**config.mk**
```make
export PLATFORM = sky130hd
export DESIGN_NAME = icache_dm_flat
export DESIGN_NICKNAME = d
export VERILOG_FILES = /design/src/rtl/cache_pkg.sv /design/src/rtl/icache_dm_if.sv /design/src/rtl/icache_line_array.sv /design/src/rtl/icache_dm.sv /design/src/flat_wrapper.sv
export SDC_FILE = /design/constraint.sdc
export NUM_CORES = 2
export LEC_CHECK = 0
export ABC_AREA = 1
export CAP_MARGIN = 15
export CORE_ASPECT_RATIO = 2
export CORE_MARGIN = 1
export CORE_UTILIZATION = 60
export CTS_CLUSTER_DIAMETER = 50
export DETAILED_ROUTE_END_ITERATION = 7
export PLACE_DENSITY = 0.87
export SYNTH_ARGS = -nofsm -noshare
export SYNTH_HDL_FRONTEND = slang
export SYNTH_SLANG_ARGS = --single-unit
```
**constraint.sdc**
```tcl
create_clock -name clk -period 6.9 [get_ports clk]
set_input_delay 2.07 -clock clk [delete_from_list [all_inputs] [get_ports clk]]
set_output_delay 2.07 -clock clk [all_outputs]
set_load 0.01 [all_outputs]
```
**src/rtl/cache_pkg.sv**
```systemverilog
// Shared cache definitions: bus widths, FSM state type and the word-select helper.
// Reused by the instruction cache and the future data cache.
package cache_pkg;

  localparam int LINE_W         = 128;
  localparam int WORD_W         = 32;
  localparam int WORDS_PER_LINE = 4;
  localparam int ADDR_W         = 30;
  localparam int MEM_ADDR_W     = 28;

  typedef enum logic [0:0] {
    S_IDLE  = 1'b0,
    S_FETCH = 1'b1
  } state_e;

  // Selects word `off` from a line; word0 lives in the low 32 bits.
  function automatic logic [WORD_W-1:0] line_word(input logic [LINE_W-1:0] line,
                                                  input logic [1:0]        off);
    return line[off*WORD_W +: WORD_W];
  endfunction

endpackage

```
**src/rtl/icache_dm_if.sv**
```systemverilog
// Fetch-port and memory-port bundles of the instruction cache.
// master drives the request side: the pipeline on the fetch port, the cache on the memory port.
interface icache_proc_if;
  logic                        proc_read;
  logic                        proc_write;
  logic [cache_pkg::ADDR_W-1:0] proc_addr;
  logic [cache_pkg::WORD_W-1:0] proc_wdata;
  logic [cache_pkg::WORD_W-1:0] proc_rdata;
  logic                        proc_stall;

  modport master (output proc_read, proc_write, proc_addr, proc_wdata,
                  input  proc_rdata, proc_stall);
  modport slave  (input  proc_read, proc_write, proc_addr, proc_wdata,
                  output proc_rdata, proc_stall);
endinterface

interface icache_mem_if;
  logic                            mem_read;
  logic                            mem_write;
  logic [cache_pkg::MEM_ADDR_W-1:0] mem_addr;
  logic [cache_pkg::LINE_W-1:0]     mem_wdata;
  logic [cache_pkg::LINE_W-1:0]     mem_rdata;
  logic                            mem_ready;

  modport master (output mem_read, mem_write, mem_addr, mem_wdata,
                  input  mem_rdata, mem_ready);
  modport slave  (input  mem_read, mem_write, mem_addr, mem_wdata,
                  output mem_rdata, mem_ready);
endinterface

```
**src/rtl/icache_line_array.sv**
```systemverilog
// Valid/tag/data storage for the direct-mapped cache, all flops.
// One combinational read port and one synchronous write (refill) port.
module icache_line_array
  import cache_pkg::*;
#(
  parameter int NUM_LINES = 8,
  parameter int IDX_W     = $clog2(NUM_LINES),
  parameter int TAG_W     = MEM_ADDR_W - IDX_W
) (
  input  logic              clk,
  input  logic              rst_n,
  input  logic [IDX_W-1:0]  rd_idx,
  output logic              rd_valid,
  output logic [TAG_W-1:0]  rd_tag,
  output logic [LINE_W-1:0] rd_line,
  input  logic              we,
  input  logic [IDX_W-1:0]  wr_idx,
  input  logic [TAG_W-1:0]  wr_tag,
  input  logic [LINE_W-1:0] wr_line
);

  logic [NUM_LINES-1:0] valid;
  logic [TAG_W-1:0]     tags  [NUM_LINES];
  logic [LINE_W-1:0]    data  [NUM_LINES];

  always_ff @(posedge clk or negedge rst_n) begin
    if (!rst_n) begin
      valid <= '0;
      for (int i = 0; i < NUM_LINES; i++) begin
        tags[i] <= '0;
        data[i] <= '0;
      end
    end else if (we) begin
      valid[wr_idx] <= 1'b1;
      tags[wr_idx]  <= wr_tag;
      data[wr_idx]  <= wr_line;
    end
  end

  assign rd_valid = valid[rd_idx];
  assign rd_tag   = tags[rd_idx];
  assign rd_line  = data[rd_idx];

endmodule

```
**src/rtl/icache_dm.sv**
```systemverilog
// Direct-mapped read-only instruction cache: zero-wait hits, one-line refill on a miss,
// then replay of the stalled fetch as a hit. Writes from the fetch port are ignored.
module icache_dm
  import cache_pkg::*;
#(
  parameter int NUM_LINES = 8,
  parameter int CNT_W     = 32
) (
  input  logic             clk,
  input  logic             rst_n,
  icache_proc_if.slave     proc,
  icache_mem_if.master     mem,
  output logic [CNT_W-1:0] hit_cnt,
  output logic [CNT_W-1:0] miss_cnt
);

  localparam int IDX_W = $clog2(NUM_LINES);
  localparam int TAG_W = MEM_ADDR_W - IDX_W;

  state_e                  state;
  logic [MEM_ADDR_W-1:0]   miss_addr;

  logic [IDX_W-1:0]        idx;
  logic [TAG_W-1:0]        tag;
  logic                    rd_valid;
  logic [TAG_W-1:0]        rd_tag;
  logic [LINE_W-1:0]       rd_line;
  logic                    present;
  logic                    hit;
  logic                    miss;
  logic                    refill;
  logic                    unused_inputs;

  assign idx = proc.proc_addr[IDX_W+1:2];
  assign tag = proc.proc_addr[ADDR_W-1:IDX_W+2];

  icache_line_array #(
    .NUM_LINES (NUM_LINES),
    .IDX_W     (IDX_W),
    .TAG_W     (TAG_W)
  ) u_lines (
    .clk      (clk),
    .rst_n    (rst_n),
    .rd_idx   (idx),
    .rd_valid (rd_valid),
    .rd_tag   (rd_tag),
    .rd_line  (rd_line),
    .we       (refill),
    .wr_idx   (miss_addr[IDX_W-1:0]),
    .wr_tag   (miss_addr[MEM_ADDR_W-1:IDX_W]),
    .wr_line  (mem.mem_rdata)
  );

  assign present = rd_valid && (rd_tag == tag);
  assign hit     = (state == S_IDLE) && proc.proc_read && present;
  assign miss    = (state == S_IDLE) && proc.proc_read && !present;
  assign refill  = (state == S_FETCH) && mem.mem_ready;

  assign proc.proc_stall = (state == S_FETCH) || miss;
  assign proc.proc_rdata = hit ? line_word(rd_line, proc.proc_addr[1:0]) : '0;

  // Memory side depends only on registered state, never on the fetch port.
  assign mem.mem_read  = (state == S_FETCH);
  assign mem.mem_addr  = miss_addr;
  assign mem.mem_write = 1'b0;
  assign mem.mem_wdata = '0;

  assign unused_inputs = ^{proc.proc_write, proc.proc_wdata};

  always_ff @(posedge clk or negedge rst_n) begin
    if (!rst_n) begin
      state     <= S_IDLE;
      miss_addr <= '0;
    end else begin
      case (state)
        S_IDLE: begin
          if (miss) begin
            miss_addr <= proc.proc_addr[ADDR_W-1:2];
            state     <= S_FETCH;
          end
        end
        S_FETCH: begin
          if (mem.mem_ready) state <= S_IDLE;
        end
        default: state <= S_IDLE;
      endcase
    end
  end

  always_ff @(posedge clk or negedge rst_n) begin
    if (!rst_n) begin
      hit_cnt  <= '0;
      miss_cnt <= '0;
    end else begin
      if (hit)  hit_cnt  <= hit_cnt + 1'b1;
      if (miss) miss_cnt <= miss_cnt + 1'b1;
    end
  end

endmodule
```
**src/flat_wrapper.sv**
```systemverilog
// flat-port wrapper written by rule: the top's interface ports become plain ports
module icache_dm_flat import cache_pkg::*;
#(
  parameter int NUM_LINES = 8,
  parameter int CNT_W     = 32
)
  (clk, rst_n, hit_cnt, miss_cnt, proc_proc_read, proc_proc_write, proc_proc_addr, proc_proc_wdata, proc_proc_rdata, proc_proc_stall, mem_mem_read, mem_mem_write, mem_mem_addr, mem_mem_wdata, mem_mem_rdata, mem_mem_ready);
  icache_proc_if proc_i ();
  icache_mem_if mem_i ();
  input  logic clk;
  input  logic rst_n;
  output logic [CNT_W-1:0] hit_cnt;
  output logic [CNT_W-1:0] miss_cnt;
  input wire logic [$bits(proc_i.proc_read)-1:0] proc_proc_read;
  input wire logic [$bits(proc_i.proc_write)-1:0] proc_proc_write;
  input wire logic [$bits(proc_i.proc_addr)-1:0] proc_proc_addr;
  input wire logic [$bits(proc_i.proc_wdata)-1:0] proc_proc_wdata;
  output wire logic [$bits(proc_i.proc_rdata)-1:0] proc_proc_rdata;
  output wire logic [$bits(proc_i.proc_stall)-1:0] proc_proc_stall;
  output wire logic [$bits(mem_i.mem_read)-1:0] mem_mem_read;
  output wire logic [$bits(mem_i.mem_write)-1:0] mem_mem_write;
  output wire logic [$bits(mem_i.mem_addr)-1:0] mem_mem_addr;
  output wire logic [$bits(mem_i.mem_wdata)-1:0] mem_mem_wdata;
  input wire logic [$bits(mem_i.mem_rdata)-1:0] mem_mem_rdata;
  input wire logic [$bits(mem_i.mem_ready)-1:0] mem_mem_ready;
  assign proc_i.proc_read = proc_proc_read;
  assign proc_i.proc_write = proc_proc_write;
  assign proc_i.proc_addr = proc_proc_addr;
  assign proc_i.proc_wdata = proc_proc_wdata;
  assign proc_proc_rdata = proc_i.proc_rdata;
  assign proc_proc_stall = proc_i.proc_stall;
  assign mem_mem_read = mem_i.mem_read;
  assign mem_mem_write = mem_i.mem_write;
  assign mem_mem_addr = mem_i.mem_addr;
  assign mem_mem_wdata = mem_i.mem_wdata;
  assign mem_i.mem_rdata = mem_mem_rdata;
  assign mem_i.mem_ready = mem_mem_ready;
  icache_dm #(.NUM_LINES(NUM_LINES), .CNT_W(CNT_W)) u_core (.clk(clk), .rst_n(rst_n), .proc(proc_i), .mem(mem_i), .hit_cnt(hit_cnt), .miss_cnt(miss_cnt));
endmodule
```
== Yosys cells after proc, flatten, opt, wreduce, memory -nomap -nowiden ==
Index checks and enable logic that the tools add are counted.
Widths: inputs -> output; s select.

* Flip-flop bits (word level): 1325
* Output and inout port bits: 255

* Add/sub/neg operators: 2
* Order comparisons: 6
* Equality and inequality tests: 1
* Shifts and indexed selects: 1
* Multiplexer cells: 20
* Bitwise operators: 4
* Reductions and logical operators: 10

{| class="wikitable"
|+ Operators with widths
! kind !! number
|-
| $bwmux 1024 || 1
|-
| $bmux 128 s3 || 1
|-
| $demux 128 s3 || 1
|-
| $mux 128 || 3
|-
| $bwmux 200 || 1
|-
| $shiftx 128x8->32 || 1
|-
| $bmux 25 s3 || 1
|-
| $demux 25 s3 || 1
|-
| $mux 25 || 3
|-
| $add 32x1->32 const B || 2
|-
| $mux 32 || 1
|-
| $eq 25x25->1 || 1
|-
| $ge 4x4->1 const B || 2
|-
| $lt 3x4->1 const B || 2
|-
| $not 3->4 || 2
|-
| $or 8x8->8 || 1
|-
| $logic_and 1x1->1 || 7
|-
| $lt 4x1->1 const B || 1
|-
| $mux 1 || 4
|-
| $bmux 1 s3 || 1
|-
| $demux 1 s3 || 1
|-
| $ge 3x1->1 const B || 1
|-
| $pmux 1 s2 || 1
|-
| $reduce_and 2->1 || 1
|-
| 3 further kinds || 3
|}

== Depth between registers and ports, before layout ==
* Word-level depth: 10
* Mapped depth: 21
* Depth with buffers taken out: 18

== Cells and area by module ==
From an unflattened synthesis, not the netlist that was laid out.

* Cell total of the unflattened synthesis: 9588
* Area total of the unflattened synthesis: 68007.7 sq um

{| class="wikitable"
|+ By module, submodules not included
! module !! instances !! cells each !! area each (sq um) !! seq. area each (sq um)
|-
| icache_line_array || 1 || 8214 || 59722.3 || 30829.6
|-
| icache_dm || 1 || 1374 || 8285.4 || 2327.2
|}

== Least setup slack after synthesis ==
OpenSTA, ideal clock, no wires.

* Path type: input to output
* From: input port proc_proc_addr[2]
* To: output port proc_proc_rdata[10]
* Arrival time: 3.894 ns
* Required time: 4.830 ns
* Setup slack: 0.936 ns
* Cell stages on the path: 17
* Buffers on the path: 5
* Cell sequence: buf_2 inv_2 buf_6 buf_6 buf_4 o21ai_1 nand3_1 nand2_1 nand2_1 nand2_1 nand2_1 nor2_1 nand3_1 nor2_4 nand2_2 buf_6 nor3_2

* Cells in the longest elaborated chain, start to end: 8

{| class="wikitable"
|+ RTL lines
! element !! line !! text
|-
| start: declaration || flat_wrapper.sv:16 || <nowiki>input wire logic [$bits(proc_i.proc_addr)-1:0] proc_proc_addr;</nowiki>
|-
| parallel branches: the longest is 7 deep, another holds $bmux 128 s3 || - ||
|-
| $mux 32 * || icache_dm.sv:60 || <nowiki>assign proc.proc_rdata = hit ? line_word(rd_line, proc.proc_addr[1:0]) : '0;</nowiki>
|-
| end: declaration || flat_wrapper.sv:18 || <nowiki>output wire logic [$bits(proc_i.proc_rdata)-1:0] proc_proc_rdata;</nowiki>
|}

Every way passes the cells marked *. The select of a mux whose other input is x is not followed.

== Worst setup path after layout ==
* From: input port proc_proc_addr[2]
* To: output port proc_proc_rdata[0]

The elaborated chain is that of the path after synthesis.

==> flow_summary.ini <==
[status]
status = finished with violations
violations = negative setup slack

[timing]
hold_viol = 0
whs_ns = 0.459
slew_headroom_pct = 19.1
rsz0062_at_grt = yes
finalCriticalPeriod_ns = 6.99
tightest_slew_ns = 1.21
timing.final.ws_setup_ns = -0.0926
fin_skew_ns = 0.0377
fmax_mhz = 143
finalCritPeriodShare_pct = 101
report.final.slew_viol_count = 0
setup_viol_count_final = 6

[power_and_ir_drop]
leakage_uw = 0.0349
ir_worst_vdd_mv = 0.242
finalPower_uw = 25800
p_per_area_nw_per_um2 = 362

[grt]
grt_max_degree = 191
globalRouteTotalUtil_pct = 35.8
grt_first_pass_wirelength_um = 300000
grt_pass1_vias = 56600
grt-ovfl-total = 0
antenna_found_initial = 9

[finish]
drive_above_1_share_pct = 6.46
ff_latch_area_sq_um = 33200
n_fill_cell = 7637
final_common_cell = nand2_1
final_cell_mix = nand2_1 (2840), dfrtp_1 (1325), o21ai_0 (1230), a21oi_1 (421), nand3_1 (397)
synthToLayoutAreaGrowth_pct = 14.2
final_net_count = 8118
multi_input_area_sq_um = 25300
finalInstanceArea_sq_um = 71400

[routing]
viasPerCell = 6.17
first_pass_iters = 8
wl_per_cell_um = 20.2
wirelength_um = 189000
route.detailed.drc = 0
drt-initial-drc-count = 7728
vias = 57800
ant_nets = 0

[synth]
synth_area_per_cell_sq_um = 7.99
ys_warn_count = 0
synth_flop_cell = dfrtp_1
ys_types = 33
yosysSeqAreaShare_pct = 53.0
async_flop_share_pct = 100
synth_area_sq_um = 62500
synth-edff-count = 0
ys_seq_elements = 1325
syn_inst = 7823

[setup_path]
worstReg2RegStart = u_core.mem.mem_read
crit_type = in2out
cp-end-kind = primary output
worstSetupStartpointType = input pin
regToRegSetupSlack_ns = 3.95
cp_max_fo = 65
rr_worst_depth = 6
r2r-end = u_core.u_lines.data[229]
cp.arrival_ns = 4.92
cp.required_ns = 4.83

[placed_design]
port_buffers = 287
hpwl_um = 113000
gp_congestion = 0.976
place_area_sq_um = 67000

[die]
die-area_sq_um = 106000
pin_count = 450
die_height_um = 459
placement_rows = 167
coreArea_sq_um = 103000
start_util_pct = 60.5
die_w_um = 230

[cts]
numClockSinks = 1325
cts-buffers-inserted = 111
path_clk_slew_ns = 0.07
cts_tree = done
htreeDepth = 3
cts_buffer_depth = 3
hold_buffers = 0
insertion_delay_ns = 0.74
root_buffer = clkbuf_16

[min_path]
holdPathStages = 2
whs_endpoint = u_core.u_lines.valid[0]
min_path_type = reg2reg
hp-start = u_core.u_lines.valid[0]

[flow_run]
maxCapViolCount = 0
==> synth_stat cells (2+ instances only) <==
master,number,area (sq um)
ha_1,2,25.0
xor2_1,23,201
dfrtp_1,1325,33200
o311ai_0,101,885
nand3b_1,13,97.6
nor4_1,13,81.3
nor3_1,26,130
nand2_2,2,12.5
xnor2_1,17,149
nand2_1,2852,10700
buf_1,52,195
o21ai_1,3,15.0
inv_2,3,11.3
nor2_1,100,375
a22oi_1,64,480
clkbuf_1,394,1480
o21ai_0,1230,6160
buf_6,5,56.3
nand3_1,399,2000
a21oi_1,425,2130
a32o_1,27,270
buf_4,140,1050
inv_1,389,1460
nor2_4,3,33.8
buf_2,95,475
o211ai_1,27,203
nor3_2,30,300
nand4_1,58,363
==> worst max-delay path: stages <==
cell	delay (ns)
buf_12	0.15
inv_12	0.13
buf_4	0.34
buf_12	0.33
a21oi_1	0.15
o311ai_0	0.48
buf_4	0.22
a21oi_1	0.11
nor3_2	0.21
buf_4	0.16
clkdlybuf4s50_1	0.53
==> power by group <==
| part | switching, uW | internal (uW) | leakage [uW] | total, uW |
|---|---|---|---|---|
| clock network | 3000 | 3960 | 0.00199 | 6960 |
| logic | 3630 | 2470 | 0.0158 | 6100 |
| registers | 1840 | 10900 | 0.0170 | 12800 |
| total | 8480 | 17400 | 0.0349 | 25800 |
==> cell type report <==
| class | instances | share of cell area [%] |
|---|---|---|
| well taps | 1352 | 2.37 |
| inverters | 393 | 2.11 |
| diodes | 3 | 0.0105 |
| flip-flops and latches | 1325 | 46.4 |
| clock buffers | 154 | 4.63 |
| clock inverters | 52 | 1.01 |
| repair buffers | 543 | 8.10 |
| multi-input cells | 5547 | 35.4 |
==> registers in the layout, summed over array words and instances (netlist names) <==
register              flops
u_core.u_lines.tags     200
u_core.hit_cnt           32
u_core.miss_cnt          32
u_core.u_lines.data    1024
u_core.u_lines.valid      8
u_core.mem.mem_read       1
u_core.mem.mem_addr      28
==> metal layers <==
metal,up-vias,GRT usage [%],share of wire [%]
met2,3719,57.3,47
li1,25600,-,-
met4,4,25.1,7.1
met1,27800,43.7,36
met5,-,0,0.012
met3,703,6.94,10
==> worst max-delay path by stage <==
stage                                  from                   to  slack, ns  depth (start not counted)
after floorplan           proc_proc_addr[2]  proc_proc_rdata[10]       0.94                         17
after global placement    proc_proc_addr[2]  proc_proc_rdata[10]      -0.23                         13
after detailed placement  proc_proc_addr[2]  proc_proc_rdata[10]      -0.20                         13
after CTS                 proc_proc_addr[2]  proc_proc_rdata[11]      -0.06                         10
after global routing      proc_proc_addr[2]  proc_proc_rdata[17]      -0.19                         18
final                     proc_proc_addr[2]   proc_proc_rdata[0]      -0.09                         11
==> stage by stage <==
| step | setup WS, ns | TNS (ns) | utilization (%) | std cells |
|---|---|---|---|---|
| after floorplan | 0.936 | 0 | - | 7951 |
| after global placement | -0.233 | -1.40 | 64.8 | 9151 |
| after detailed placement | -0.199 | -1.67 | 64.8 | 9151 |
| after CTS | -0.0617 | -0.140 | 68.9 | 9361 |
| after global routing | -0.193 | -0.981 | 69.0 | 9367 |
| final | -0.0926 | -0.304 | 69.1 | 9369 |
==> timing repair <==
item,CTS,global route
buffers inserted,0,4
pin swaps,0,6
cloned,4,1
resized for setup,31,43
endpoints found under the setup margin,24,28
==> logic make-up (layout without fill, tap and decap cells) <==
| kind of cell | Yosys count | in the layout | share of synthesized area [%] |
|---|---|---|---|
| other | 1 | 132 | 0.00600 |
| AOI/OAI and AO/OA | 1877 | 1877 | 16.2 |
| xor gates and xnor gates | 40 | 40 | 0.560 |
| DFF | 1325 | 1325 | 53.0 |
| adders and majority gates | 2 | 2 | 0.0400 |
| buffers and inverters | 1079 | 1142 | 7.57 |
| and+or+nand+nor | 3499 | 3499 | 22.6 |
Power figures use the tool's default switching activity.
